`config.mk`:
```
export PLATFORM = sky130hd
export DESIGN_NAME = buffer_sequencer
export DESIGN_NICKNAME = d
export VERILOG_FILES = /design/src/rtl/buffer_seq_pkg.sv /design/src/rtl/seq_down_counter.sv /design/src/rtl/buffer_sequencer.sv
export SDC_FILE = /design/constraint.sdc
export NUM_CORES = 1
export LEC_CHECK = 0
export BUFFER_PORTS_ARGS = -buffer_cell sky130_fd_sc_hd__buf_2
export CAP_MARGIN = 5
export CORE_ASPECT_RATIO = 0.5
export CORE_UTILIZATION = 50
export DETAILED_ROUTE_END_ITERATION = 12
export PLACE_DENSITY_LB_ADDON = 0.1
export SLEW_MARGIN = 20
export SYNTH_ARGS = -nofsm -noshare
export SYNTH_HDL_FRONTEND = slang
export SYNTH_HIERARCHICAL = 1
export SYNTH_SLANG_ARGS = --single-unit
```
`constraint.sdc`:
```
create_clock -name CLK -period 2.89 [get_ports CLK]
set_clock_uncertainty 0.2 [all_clocks]
set_input_delay 0.4335 -clock CLK [delete_from_list [all_inputs] [get_ports CLK]]
set_output_delay 0.4335 -clock CLK [all_outputs]
set_load 0.01 [all_outputs]
```
`src/rtl/buffer_seq_pkg.sv`:
```
// Shared types and constants for the Zorro buffer sequencer and its helpers.
package buffer_seq_pkg;

  typedef enum logic [2:0] {
    IDLE    = 3'd0,
    SETUP   = 3'd1,
    DRIVE   = 3'd2,
    LATCH   = 3'd3,
    RELEASE = 3'd4
  } state_e;

  typedef enum logic {
    CYC_MASTER = 1'b0,
    CYC_SLAVE  = 1'b1
  } cyc_e;

  localparam logic DIR_TO_LOCAL = 1'b0;
  localparam logic DIR_TO_ZORRO = 1'b1;

  localparam state_e RST_STATE     = IDLE;
  localparam logic   RST_DIR       = DIR_TO_LOCAL;
  localparam logic   RST_DIR_PIN_N = 1'b1;
  localparam logic   RST_DBLT      = 1'b0;
  localparam logic   RST_BUSY      = 1'b0;

  // Data flows toward Zorro when we answer a read as slave or write as master.
  function automatic logic to_zorro(input logic master, input logic slave, input logic read);
    return (slave & read) | (master & ~read);
  endfunction

endpackage

```
`src/rtl/seq_down_counter.sv`:
```
// Loadable saturating down counter with a zero flag; used for the turnaround
// dead time and the optional bus watchdog.
module seq_down_counter #(
  parameter int W = 4
) (
  input  logic         CLK,
  input  logic         RESET_n,
  input  logic         load_i,
  input  logic [W-1:0] value_i,
  input  logic         dec_i,
  output logic         zero_o
);

  logic [W-1:0] count_q;
  logic [W-1:0] count_d;

  always_comb begin
    count_d = count_q;
    if (load_i) begin
      count_d = value_i;
    end else if (dec_i && (count_q != '0)) begin
      count_d = count_q - 1'b1;
    end
  end

  always_ff @(posedge CLK or negedge RESET_n) begin
    if (!RESET_n) begin
      count_q <= '0;
    end else begin
      count_q <= count_d;
    end
  end

  assign zero_o = (count_q == '0);

endmodule

```
`src/rtl/buffer_sequencer.sv`:
```
// Zorro data/address transceiver sequencer with direction dead time and latch phase.
// Optional bus watchdog enabled by defining BUFFER_SEQ_WATCHDOG_EN.
module buffer_sequencer
  import buffer_seq_pkg::*;
#(
  parameter int                     LANES             = 4,
  parameter int                     ADDR_GROUPS       = 2,
  parameter logic [ADDR_GROUPS-1:0] ADDR_RELEASE_MASK = 2'b10,
  parameter int                     TURN_CYC          = 2,
  parameter int                     TIMEOUT_CYC       = 255
) (
  input  logic                   CLK,
  input  logic                   RESET_n,
  input  logic                   READ,
  input  logic                   FCS_n,
  input  logic                   DOE,
  input  logic                   DTACK_n,
  input  logic                   MYBUS,
  input  logic                   MASTER_n,
  input  logic                   SLAVE_n,
  input  logic [LANES-1:0]       LANE_EN,
  output logic [LANES-1:0]       DBOE_n,
  output logic [ADDR_GROUPS-1:0] ABOE_n,
  output logic                   D2Z_n,
  output logic                   Z2D_n,
  output logic                   DBLT,
  output logic                   BUSY,
  output logic                   TIMEOUT
);

  if (TURN_CYC < 0 || TURN_CYC > 15 || TIMEOUT_CYC < 1 || TIMEOUT_CYC > 255) begin : g_param_check
    $error("buffer_sequencer: TURN_CYC must be 0..15 and TIMEOUT_CYC 1..255");
  end

  localparam logic [3:0] TURN_LOAD = 4'(TURN_CYC);

  logic master, slave, start, to_z, qual_ok, abort;

  state_e           state_q, state_d;
  logic             dir_q, dir_d;
  logic             last_dir_q, last_dir_d;
  logic [LANES-1:0] lane_q, lane_d;
  cyc_e             cyc_q, cyc_d;

  logic       turn_load, turn_dec, turn_zero;
  logic [3:0] turn_val;
  logic       wd_load, wd_fire, wd_block;

  logic [LANES-1:0]       dboe_q, dboe_d;
  logic [ADDR_GROUPS-1:0] aboe_q, aboe_d;
  logic                   d2z_q, d2z_d, z2d_q, z2d_d;
  logic                   dblt_q, dblt_d, busy_q, busy_d;

  assign master  = MYBUS & ~MASTER_n & SLAVE_n;
  assign slave   = ~MYBUS & MASTER_n & ~SLAVE_n;
  assign start   = (master | slave) & ~FCS_n;
  assign to_z    = to_zorro(master, slave, READ);
  assign qual_ok = (cyc_q == CYC_MASTER) ? master : slave;
  assign abort   = FCS_n | ~qual_ok;

  seq_down_counter #(.W(4)) u_turn_cnt (
    .CLK     (CLK),
    .RESET_n (RESET_n),
    .load_i  (turn_load),
    .value_i (turn_val),
    .dec_i   (turn_dec),
    .zero_o  (turn_zero)
  );

`ifdef BUFFER_SEQ_WATCHDOG_EN
  localparam logic [7:0] WD_LOAD = 8'(TIMEOUT_CYC - 1);

  logic wd_zero, wd_active;
  logic wd_block_q, wd_block_d;
  logic timeout_q;

  assign wd_active = (state_q == DRIVE) || (state_q == LATCH);
  assign wd_fire   = wd_active & wd_zero;
  assign wd_block  = wd_block_q;

  // Loaded with limit-1 on DRIVE entry so the fire lands TIMEOUT_CYC edges later.
  seq_down_counter #(.W(8)) u_wd_cnt (
    .CLK     (CLK),
    .RESET_n (RESET_n),
    .load_i  (wd_load),
    .value_i (WD_LOAD),
    .dec_i   (wd_active),
    .zero_o  (wd_zero)
  );

  always_comb begin
    wd_block_d = wd_block_q;
    if (wd_fire) begin
      wd_block_d = 1'b1;
    end else if (FCS_n) begin
      wd_block_d = 1'b0;
    end
  end

  always_ff @(posedge CLK or negedge RESET_n) begin
    if (!RESET_n) begin
      wd_block_q <= 1'b0;
      timeout_q  <= 1'b0;
    end else begin
      wd_block_q <= wd_block_d;
      timeout_q  <= wd_fire;
    end
  end

  assign TIMEOUT = timeout_q;
`else
  assign wd_fire  = 1'b0;
  assign wd_block = 1'b0;
  assign TIMEOUT  = 1'b0;
`endif

  always_ff @(posedge CLK or negedge RESET_n) begin
    if (!RESET_n) begin
      state_q    <= RST_STATE;
      dir_q      <= RST_DIR;
      last_dir_q <= RST_DIR;
      lane_q     <= '0;
      cyc_q      <= CYC_MASTER;
    end else begin
      state_q    <= state_d;
      dir_q      <= dir_d;
      last_dir_q <= last_dir_d;
      lane_q     <= lane_d;
      cyc_q      <= cyc_d;
    end
  end

  always_comb begin
    state_d    = state_q;
    dir_d      = dir_q;
    last_dir_d = last_dir_q;
    lane_d     = lane_q;
    cyc_d      = cyc_q;
    turn_load  = 1'b0;
    turn_val   = 4'd0;
    turn_dec   = 1'b0;
    wd_load    = 1'b0;
    case (state_q)
      IDLE: begin
        if (start && !wd_block) begin
          state_d   = SETUP;
          dir_d     = to_z;
          lane_d    = LANE_EN;
          cyc_d     = master ? CYC_MASTER : CYC_SLAVE;
          turn_load = 1'b1;
          turn_val  = (to_z != last_dir_q) ? TURN_LOAD : 4'd0;
        end
      end
      SETUP: begin
        if (abort) begin
          state_d = RELEASE;
        end else if (turn_zero) begin
          state_d = DRIVE;
          wd_load = 1'b1;
        end else begin
          turn_dec = 1'b1;
        end
      end
      DRIVE: begin
        if (abort || wd_fire) begin
          state_d = RELEASE;
        end else if (!DTACK_n && DOE) begin
          state_d = LATCH;
        end
      end
      LATCH: begin
        if (abort || wd_fire) begin
          state_d = RELEASE;
        end
      end
      RELEASE: begin
        last_dir_d = dir_q;
        state_d    = IDLE;
      end
      default: state_d = IDLE;
    endcase
  end

  // Outputs are decoded from the state being entered, then registered.
  always_comb begin
    dboe_d = '1;
    d2z_d  = RST_DIR_PIN_N;
    z2d_d  = RST_DIR_PIN_N;
    dblt_d = RST_DBLT;
    busy_d = (state_d != IDLE);
    if (state_d != IDLE) begin
      if (dir_d == DIR_TO_ZORRO) begin
        d2z_d = 1'b0;
      end else begin
        z2d_d = 1'b0;
      end
    end
    if ((state_d == DRIVE) || (state_d == LATCH)) begin
      if ((dir_d != DIR_TO_ZORRO) || DOE) begin
        dboe_d = ~lane_d;
      end
    end
    if (state_d == LATCH) begin
      dblt_d = 1'b1;
    end
  end

  for (genvar gi = 0; gi < ADDR_GROUPS; gi++) begin : g_aboe
    assign aboe_d[gi] = ADDR_RELEASE_MASK[gi] & master & ~FCS_n;
  end

  always_ff @(posedge CLK or negedge RESET_n) begin
    if (!RESET_n) begin
      dboe_q <= '1;
      aboe_q <= '0;
      d2z_q  <= RST_DIR_PIN_N;
      z2d_q  <= RST_DIR_PIN_N;
      dblt_q <= RST_DBLT;
      busy_q <= RST_BUSY;
    end else begin
      dboe_q <= dboe_d;
      aboe_q <= aboe_d;
      d2z_q  <= d2z_d;
      z2d_q  <= z2d_d;
      dblt_q <= dblt_d;
      busy_q <= busy_d;
    end
  end

  assign DBOE_n = dboe_q;
  assign ABOE_n = aboe_q;
  assign D2Z_n  = d2z_q;
  assign Z2D_n  = z2d_q;
  assign DBLT   = dblt_q;
  assign BUSY   = busy_q;

endmodule

```
==> flow_metrics.env <==
export IMPL_grt_first_pass_wirelength_um=4330
export IMPL_grt_total_usage_pct=21.5
export IMPL_critPathArrivalTime_ps=2530
export IMPL_hold_ws_ps=190
export IMPL_ant_nets=0
export IMPL_ys_warn_count=6
export IMPL_synthCells=137
export IMPL_drive_gt1_share_pct=26.9
export IMPL_core_area_um2=2370
export IMPL_die_area_um2=2900
export IMPL_clk_latency_ps=260
export IMPL_seq_area_frac_synth_pct=43.6
export IMPL_fin_tns_setup_ps=0
export IMPL_grt_max_degree=24
export IMPL_postPlaceCellArea_um2=1440
export IMPL_reg2reg_depth=8
export IMPL_final_cell_mix="buf_2, dfrtp_1, nand2_1"
export IMPL_cts_inserted_buffers=3
export IMPL_areaGrowthSynthToFinish_pct=12.1
export IMPL_antenna_cells=0
export IMPL_ir_worst_vdd_mv=0.324
export IMPL_numPortBuffers=21
export IMPL_dr_pass1_iters=4
export IMPL_whs_path_depth=2
export IMPL_dp_hpwl_um=1940
export IMPL_wl_per_cell_um=13.7
export IMPL_min_path_type="in -> reg"
export IMPL_ys_types=45
export IMPL_cts_resized=0
export IMPL_via_per_inst=5.53
export IMPL_start_util_pct=56.3
export IMPL_syn_area_per_cell_um2=9.75
export IMPL_holdPathEnd="ABOE_n[1]"
export IMPL_io_pins=24
export IMPL_antenna_found_initial=0
export IMPL_tightest_slew_ps=575
export IMPL_utilization_pct=63.1
export IMPL_final_common_cell="buf_2"
export IMPL_r2r_end="u_turn_cnt/count_q[1]"
export IMPL_place_gp_congestion=0.824
export IMPL_totalWireLength_um=2680
export IMPL_dp_slack_ps=213
export IMPL_rsz0062_at_grt="false"
export IMPL_p_leak_nw=0.678
export IMPL_layout_setup_ws_ps=353
export IMPL_synth_area_um2=1340
export IMPL_die_w_um=75.1
export IMPL_end_kind="register"
export IMPL_synthFlopType="dfrtp_1"
export IMPL_ys_async_sr_fraction_pct=100
export IMPL_slew_headroom_pct=61.7
export IMPL_clockBufferDepth=2
export IMPL_num_vias=1078
export IMPL_cp_required_ps=2880
export IMPL_grt_pass1_vias=940
export IMPL_drv_slew=0
export IMPL_setup_violations=0
export IMPL_overflow=0
export IMPL_path_max_fanout=7
export IMPL_finalCritPeriodShare_pct=87.8
export IMPL_dieHeight_um=38.6
export IMPL_clockRootBuffer="clkbuf_8"
export IMPL_drcViolationCount=0
export IMPL_max_freq_mhz=394
export IMPL_period_needed_ps=2540
export IMPL_rows=12
export IMPL_synth_edf_count=0
export IMPL_clkTransAtPathRegs_ps=80
export IMPL_cp_start_kind="register"
export IMPL_synth_seq_cells=23
export IMPL_finish_instance_area_um2=1500
export IMPL_cts_max_level=1
export IMPL_cts_sinks=23
export IMPL_r2r_start="u_turn_cnt/count_q[0]"
export IMPL_drv_cap=0
export IMPL_first_iter_violations=67
export IMPL_nNetsFinal=175
export IMPL_p_per_area_nw_per_um2=526
export IMPL_worstHoldStart="FCS_n"
export IMPL_status="finished, final reports clean"
export IMPL_timing_hold_violations_final=0
export IMPL_rrSetupSlack_ps=350
export IMPL_crit_type="reg -> reg"
export IMPL_cts_tree="yes"
## kinds of logic after synthesis
| kind of cell | count (synthesis) | synth area share, % |
|---|---|---|
| buffers and inverters | 21 | 8.80 |
| DFF | 23 | 43.6 |
| xor gates and xnor gates | 1 | 0.656 |
| adders and majority gates | 1 | 0.936 |
| and+or+nand+nor | 56 | 26.2 |
| AOI/OAI and AO/OA | 34 | 19.5 |
| other | 1 | 0.281 |
## cells in the mapped netlist (2+ instances only)
library cell | instances | area [um^2]
or2b_1 | 5 | 37.5
and3_1 | 4 | 25.0
or2_2 | 2 | 12.5
inv_1 | 12 | 45.0
o21bai_1 | 2 | 15.0
nand2b_1 | 2 | 12.5
nand4_1 | 4 | 25.0
nor3b_1 | 2 | 15.0
nor2b_1 | 2 | 12.5
nor4_1 | 2 | 12.5
a21oi_1 | 4 | 20.0
o21ai_0 | 8 | 40.0
dfrtp_1 | 17 | 425
o32ai_1 | 10 | 87.6
nand2_1 | 14 | 52.6
dfstp_2 | 6 | 158
buf_6 | 3 | 33.8
nor3_1 | 5 | 25.0
nor2_1 | 4 | 15.0
buf_4 | 4 | 30.0
## worst max-delay path by stage
stage / from / endpoint / depth (start not counted)
after detailed placement: SLAVE_n / u_turn_cnt/count_q[3] / 7
final: u_turn_cnt/count_q[0] / u_turn_cnt/count_q[1] / 8
after global placement: SLAVE_n / u_turn_cnt/count_q[1] / 7
after CTS: u_turn_cnt/count_q[0] / u_turn_cnt/count_q[3] / 8
after floorplan: MASTER_n / u_turn_cnt/count_q[1] / 6
after global routing: u_turn_cnt/count_q[0] / u_turn_cnt/count_q[1] / 8
## state kept, by name, summed over array words and instances (netlist names), 3 cells and up
signal              flops
state_q                 3
DBOE_n                  4
u_turn_cnt/count_q      4
lane_q                  4
## critical path, stage by stage, from the launching register on
cell and delay (ps):
dfrtp_1 420, inv_1 60, ha_1 230, nor3b_2 200, nand2b_1 170, nor4_1 440, inv_1 160, or4_1 510
o211ai_2 80
## per-stage QoR
stage / std cells / total power [mW]
after floorplan: 141 / 0.546
after global placement: 190 / 0.586
after detailed placement: 190 / 0.593
after CTS: 195 / 0.794
after global routing: 195 / 0.840
final: 195 / 0.787
## routing by layer
layer,vias to the layer above,global-route usage (%),routed length [um]
li1,539,-,-
met1,503,29.1,1360
met2,32,32.4,1150
met3,4,6.84,157
met4,0,7.55,17
met5,-,0,0
## timing repair
| action | in CTS | in global routing |
|---|---|---|
| hold buffers | 1 | 0 |
| endpoints found under the hold margin | 17 | 0 |
| setup buffers | 0 | 0 |
## report_power, final
group	internal [mW]	total, mW	switching, mW
clock	0.0984	0.198	0.0992
sequential	0.366	0.404	0.0379
combinational	0.0860	0.186	0.100
## cell type report
class	instances	area (um^2)
Fill cell	208	875
Multi-Input combinational cell	97	651
Sequential cell	23	583
Timing Repair Buffer	24	130
Clock buffer	4	45.0
Inverter	12	45.0
Tap cell	35	43.8
Power figures use the tool's default switching activity.
